## src/rtl/rtc_bus_pkg.sv

```systemverilog
// Shared types for the RTC multiplexed-bus responder.
// Holds the bus FSM states, pin bundle and direction codes.
package rtc_bus_pkg;

  typedef enum logic [3:0] {
    S_IDLE     = 4'd0,
    S_A_SETUP  = 4'd1,
    S_A_STROBE = 4'd2,
    S_A_HOLD   = 4'd3,
    S_GAP      = 4'd4,
    S_D_SETUP  = 4'd5,
    S_D_STROBE = 4'd6,
    S_D_HOLD   = 4'd7,
    S_DONE     = 4'd8
  } state_e;

  typedef struct packed {
    logic       cs_n;
    logic       ad;
    logic       wr_n;
    logic       rd_n;
    logic       oe;
    logic [7:0] ad_out;
  } pins_t;

  localparam pins_t PINS_IDLE = '{
    cs_n:   1'b1,
    ad:     1'b1,
    wr_n:   1'b1,
    rd_n:   1'b1,
    oe:     1'b0,
    ad_out: 8'h00
  };

  localparam logic DIR_WR = 1'b1;
  localparam logic DIR_RD = 1'b0;

  // Successor of a timed phase; IDLE and DONE are sequenced by the FSM.
  function automatic state_e next_phase(input state_e s);
    state_e n;
    n = S_IDLE;
    unique case (s)
      S_A_SETUP:  n = S_A_STROBE;
      S_A_STROBE: n = S_A_HOLD;
      S_A_HOLD:   n = S_GAP;
      S_GAP:      n = S_D_SETUP;
      S_D_SETUP:  n = S_D_STROBE;
      S_D_STROBE: n = S_D_HOLD;
      S_D_HOLD:   n = S_DONE;
      default:    n = S_IDLE;
    endcase
    return n;
  endfunction

endpackage

```

## src/rtl/rtc_bus_ctrl_phase_timer.sv

```systemverilog
// Per-phase down counter for the RTC bus FSM.
// Loads T_PHASE-1 on phase entry; expire marks the last cycle.
module phase_timer #(
  parameter int T_PHASE = 10
) (
  input  logic clock,
  input  logic reset,
  input  logic load,
  output logic expire
);

  // T_PHASE=1 needs no count, but keep one bit so the vector is legal.
  localparam int CW = (T_PHASE > 1) ? $clog2(T_PHASE) : 1;
  localparam logic [CW-1:0] LOAD_V = CW'(T_PHASE - 1);

  logic [CW-1:0] cnt_q, cnt_d;

  always_comb begin
    cnt_d = cnt_q;
    if (load) begin
      cnt_d = LOAD_V;
    end else if (cnt_q != '0) begin
      cnt_d = cnt_q - 1'b1;
    end
  end

  always_ff @(posedge clock or posedge reset) begin
    if (reset) begin
      cnt_q <= '0;
    end else begin
      cnt_q <= cnt_d;
    end
  end

  assign expire = (cnt_q == '0);

endmodule

```

## src/rtl/rtc_bus_ctrl.sv

```systemverilog
// Single-byte read/write responder driving the RTC multiplexed bus.
// Pins are registered and decoded from the next state.
module rtc_bus_ctrl
  import rtc_bus_pkg::*;
#(
  parameter int T_PHASE = 10
) (
  input  logic       clock,
  input  logic       reset,
  input  logic       req_wr,
  input  logic       req_rd,
  input  logic [7:0] addr,
  input  logic [7:0] wr_data,
  output logic       busy,
  output logic       done,
  output logic [7:0] rd_data,
  output logic       rtc_cs_n,
  output logic       rtc_ad,
  output logic       rtc_wr_n,
  output logic       rtc_rd_n,
  output logic [7:0] ad_out,
  output logic       ad_oe,
  input  logic [7:0] ad_in
);

  state_e     state_q, state_d;
  logic       dir_q, dir_d;
  logic [7:0] addr_q, addr_d;
  logic [7:0] data_q, data_d;
  logic [7:0] rd_data_q, rd_data_d;
  logic       busy_q, busy_d;
  logic       done_q, done_d;
  pins_t      pins_q, pins_d;
  logic       load;
  logic       expire;

  phase_timer #(
    .T_PHASE(T_PHASE)
  ) u_timer (
    .clock  (clock),
    .reset  (reset),
    .load   (load),
    .expire (expire)
  );

  always_comb begin
    state_d   = state_q;
    dir_d     = dir_q;
    addr_d    = addr_q;
    data_d    = data_q;
    rd_data_d = rd_data_q;
    unique case (state_q)
      S_IDLE: begin
        if (req_wr || req_rd) begin
          state_d = S_A_SETUP;
          dir_d   = req_wr ? DIR_WR : DIR_RD;
          addr_d  = addr;
          data_d  = wr_data;
        end
      end
      S_DONE: state_d = S_IDLE;
      default: begin
        if (expire) state_d = next_phase(state_q);
      end
    endcase
    if (state_q == S_D_STROBE && expire && dir_q == DIR_RD) begin
      rd_data_d = ad_in;
    end
  end

  assign load = (state_d != state_q);

  // Decode from next state so pins move on the same edge as the FSM.
  always_comb begin
    pins_d = PINS_IDLE;
    busy_d = (state_d != S_IDLE);
    done_d = (state_d == S_DONE);
    unique case (state_d)
      S_A_SETUP, S_A_STROBE, S_A_HOLD: begin
        pins_d.cs_n   = 1'b0;
        pins_d.ad     = 1'b0;
        pins_d.oe     = 1'b1;
        pins_d.ad_out = addr_d;
        pins_d.wr_n   = (state_d != S_A_STROBE);
      end
      S_D_SETUP, S_D_STROBE, S_D_HOLD: begin
        pins_d.cs_n = 1'b0;
        pins_d.ad   = 1'b1;
        if (dir_d == DIR_WR) begin
          pins_d.oe     = 1'b1;
          pins_d.ad_out = data_d;
          pins_d.wr_n   = (state_d != S_D_STROBE);
        end else begin
          pins_d.rd_n   = (state_d != S_D_STROBE);
        end
      end
      default: pins_d = PINS_IDLE;
    endcase
  end

  always_ff @(posedge clock or posedge reset) begin
    if (reset) begin
      state_q   <= S_IDLE;
      dir_q     <= DIR_RD;
      addr_q    <= 8'h00;
      data_q    <= 8'h00;
      rd_data_q <= 8'h00;
      busy_q    <= 1'b0;
      done_q    <= 1'b0;
      pins_q    <= PINS_IDLE;
    end else begin
      state_q   <= state_d;
      dir_q     <= dir_d;
      addr_q    <= addr_d;
      data_q    <= data_d;
      rd_data_q <= rd_data_d;
      busy_q    <= busy_d;
      done_q    <= done_d;
      pins_q    <= pins_d;
    end
  end

  assign busy     = busy_q;
  assign done     = done_q;
  assign rd_data  = rd_data_q;
  assign rtc_cs_n = pins_q.cs_n;
  assign rtc_ad   = pins_q.ad;
  assign rtc_wr_n = pins_q.wr_n;
  assign rtc_rd_n = pins_q.rd_n;
  assign ad_oe    = pins_q.oe;
  assign ad_out   = pins_q.ad_out;

endmodule

```

## config.mk

```make
export PLATFORM = sky130hd
export DESIGN_NAME = rtc_bus_ctrl
export DESIGN_NICKNAME = d
export VERILOG_FILES = /design/src/rtl/rtc_bus_pkg.sv /design/src/rtl/rtc_bus_ctrl_phase_timer.sv /design/src/rtl/rtc_bus_ctrl.sv
export SDC_FILE = /design/constraint.sdc
export NUM_CORES = 1
export LEC_CHECK = 0
export ABC_CLOCK_PERIOD_IN_PS = 2400
export BUFFER_PORTS_ARGS = -buffer_cell sky130_fd_sc_hd__buf_2
export CAP_MARGIN = 20
export CORE_UTILIZATION = 40
export CTS_CLUSTER_DIAMETER = 40
export DETAILED_ROUTE_END_ITERATION = 10
export HOLD_SLACK_MARGIN = 0.1
export SETUP_SLACK_MARGIN = 0.02
export SYNTH_ARGS = -nofsm -noshare
export SYNTH_HDL_FRONTEND = slang
export SYNTH_SLANG_ARGS = --single-unit
```

## constraint.sdc

```tcl
create_clock -name clock -period 2.4 [get_ports clock]
set_clock_uncertainty 0.1 [all_clocks]
set_input_delay 0.48 -clock clock [delete_from_list [all_inputs] [get_ports clock]]
set_output_delay 0.48 -clock clock [all_outputs]
set_load 0.01 [all_outputs]
```

==> reports/metrics.yaml <==
global_routing:
  grt_pass1_vias: 1304
  gr-max-usage-layer: "met2"
  met3_usage_pct: 4.56
  use_met1_pct: 21.4
  gr-usage-all-layers_pct: 15.3
  use_met2_pct: 22.1
  antenna_found_initial: 0
  grt_overflow_total: 0
  grt_first_pass_wirelength_microns: 6070
  grt_max_degree: 21
sta:
  period_needed_ns: 2.15
  rsz0062_at_grt: "false"
  hold_slack_ns: 0.314
  max_freq_ghz: 0.465
  layout_worst_path_cycle_share_pct: 89.5
  setup_viol: 0
  tns_ns: 0
  final-hold-violation-count: 0
  drv_slew: 0
  tightest_slew_ns: 0.875
  relSlewSlack_pct: 41.6
setup_path:
  critPathArrivalTime_ns: 2.20
  ff2ff_path_depth: 6
  crit_path_end_kind: "flop"
  crit_required_ns: 2.45
  regToRegSetupSlack_ns: 0.25
  startpoint_type: "flop"
  slowest_delay_ns: 0.45
  r2r_end: "ad_out[5]"
  regToRegStartpoint: "u_timer.cnt_q[0]"
  path_cells: "inv_1 -> ha_1 -> nor3b_2 -> nand3_1 -> o2111ai_1 -> o22ai_1"
  crit_type: "flop to flop"
  cp_max_fo: 8
  critPathSlowestCell: "o2111ai_1"
pwr:
  combPwrFrac_pct: 36.1
  clkPwrFrac_pct: 16.7
  ir_drop_v: 0.000539
  p_switching_w: 0.000999
  p_int_w: 0.00187
  switching_share_pct: 34.8
  leakage_nw: 1.20
  seqPwrFrac_pct: 47.2
  p_per_area_nw_per_um2: 1180
die:
  io_pins: 51
  dieArea_sq_um: 5300
  start_util_pct: 41.9
  die_h_microns: 72.8
  fp-row-count: 25
  design.core.area_sq_um: 4790
  die_w_microns: 72.8
final_layout:
  n_antenna_cell: 0
  area_growth_pct: 21.4
  instances_no_fill: 290
  regArea_sq_um: 1210
  fillerInstances: 442
  drive_above_1_share_pct: 36.8
  nNetsFinal: 251
  multi_input_area_sq_um: 667
cts:
  numCtsBuffers: 5
  clock_sinks: 48
  clock_path_buffers: 2
  post_cts_resized: 0
  ctsHtreeMaxLevel: 2
  cts_tree: "yes"
  clock_latency_ns: 0.29
  ctsRootBufferMaster: "clkbuf_8"
  cts.clk_slew.worst_paths_ns: 0.08
route:
  routed_via_density: 4.81
  ant_nets: 0
  drt-total-wl_microns: 3670
  drt_iter0_markers: 69
  post_drt_wl_per_cell_microns: 12.7
  drc: 0
  first_pass_iters: 4
  via_count: 1394
placement:
  placedCellCount: 281
  dp.final_hpwl_microns: 2680
  globalplace.congestion: 0.808
  io_buffers: 50
synthesis:
  post_synth_mux_area_share_pct: 12.5
  synthesis.area_per_instance_sq_um: 12.1
  synth_top_area_share_pct: 54.9
  yosysUniqueCellTypes: 39
  syn_nets: 194
  ys.flop_type: "dfrtp_1"
  ys_seq_elements: 48
  synth-edff-count: 0
  synth_area_leader_cell: "dfrtp_1"
  synthAdderAreaFrac_pct: 0.624
  synth_area_sq_um: 2000
  ys_seq_area_share_pct: 60.2
  synth_top_family_by_area: "multiplexers"
  synthArstFlopShare_pct: 100
  synth_simple_gate_area_share_pct: 10.5
  ys_warn_count: 0
  synth-compound-area-share_pct: 9.24
  syn_inst: 165
  synth_area_leaders: "dfrtp_1, mux2i_1, dfstp_2, mux2_2, inv_1"
  synthXorXnorAreaFrac_pct: 0.437
hold_path:
  whs_endpoint: "rd_data[2]"
  hold_path_class: "input pin to flop"
  min_from: "ad_in[2]"
  min_path_cells: 2
run:
  drv_cap: 0
status:
  outcome: "finished clean"
synth_stat cells, types with 2 or more instances:
| library cell | n |
|---|---|
| nand2_1 | 5 |
| dfstp_2 | 4 |
| o31ai_1 | 2 |
| nor3_1 | 3 |
| o22ai_1 | 10 |
| a21oi_1 | 4 |
| mux2_2 | 8 |
| or3_1 | 3 |
| clkbuf_1 | 3 |
| a211oi_1 | 2 |
| mux2i_1 | 16 |
| dfrtp_1 | 44 |
| buf_2 | 2 |
| o21ai_0 | 3 |
| nor2_1 | 12 |
| inv_1 | 21 |
layer usage:
layer | vias to the layer above | share of wire [%]
met5 | - | 0
met4 | 0 | 1.1
met3 | 4 | 6.9
met2 | 58 | 43
met1 | 654 | 49
li1 | 678 | -
critical path: cells and delay by family (launching register included):
family	cells	cell delay [ns]
buf+inv	1	0.09
flops	1	0.38
simple gates	2	0.56
fa+ha+maj	1	0.24
compound gates	2	0.64
worst max path at each step:
stage,from,end,cells past startpoint
finish,u_timer.cnt_q[0],ad_out[5],6
global route,u_timer.cnt_q[0],ad_out[5],6
CTS,u_timer.cnt_q[0],rd_data[4],5
detailed placement,state_q[2],ad_out[0],4
global placement,state_q[2],ad_out[3],4
floorplan,u_timer.cnt_q[0],rd_data[0],6
metrics by stage:
step,setup WS [ns],power (W),instance area [sq um],utilization [%]
final,0.251,0.00287,2430,50.8
after global routing,0.0900,0.00310,2430,50.8
after CTS,0.265,0.00290,2430,50.8
after detailed placement,0.275,0.00241,2330,48.7
after global placement,0.284,0.00240,2330,48.7
after floorplan,0.420,0.00209,2000,-
power by group through the flow:
| stage | combinational (W) | clock, W | sequential (W) |
|---|---|---|---|
| 2_1_floorplan | 0.000710 | 0 | 0.00138 |
| 3_3_place_gp | 0.00103 | 0 | 0.00137 |
| 3_5_place_dp | 0.00104 | 0 | 0.00137 |
| 4_1_cts | 0.00105 | 0.000498 | 0.00136 |
| 5_1_grt | 0.00117 | 0.000535 | 0.00140 |
| 6_report | 0.00103 | 0.000479 | 0.00135 |
registers in the layout, indices dropped and copies added, names as in the netlist, 4 cells and up:
name,count
rd_data,8
data_q,8
u_timer.cnt_q,4
addr_q,8
ad_out,8
state_q,4
placed cells by master, fill, tap and decap left out, drive strengths merged, types with 2 or more instances in the layout:
cell type and count:
a211oi 2, a21oi 4, buf 56, clkbuf 6, clkinv 2, dfrtp 44, dfstp 4, inv 21
mux2 8, mux2i 16, nand2 5, nor2 13, nor3 3, o21ai 3, o22ai 10, o31ai 2
or3 3
area by class of cell:
| cell class | instances | share of cell area [%] |
|---|---|---|
| multi-input cells | 89 | 27.4 |
| repair buffers | 57 | 12.5 |
| well taps | 67 | 3.44 |
| flip-flops and latches | 48 | 49.6 |
| clock inverters | 2 | 0.411 |
| inverters | 21 | 3.24 |
| clock buffers | 6 | 3.39 |
cell families after synthesis:
kind of cell	count (synthesis)
adder cells (fa/ha/maj)	1
XOR/XNOR	1
flip-flops	48
multiplexers	24
AO/OA/AOI/OAI	28
AND/OR/NAND/NOR	35
buffers and inverters	28
timing repair:
action,CTS,global route
buffers inserted,0,0
setup endpoints to repair,0,0
hold buffers,1,0
endpoints found under the hold margin,15,0
Note: power is estimated with default switching activity, not from simulation.
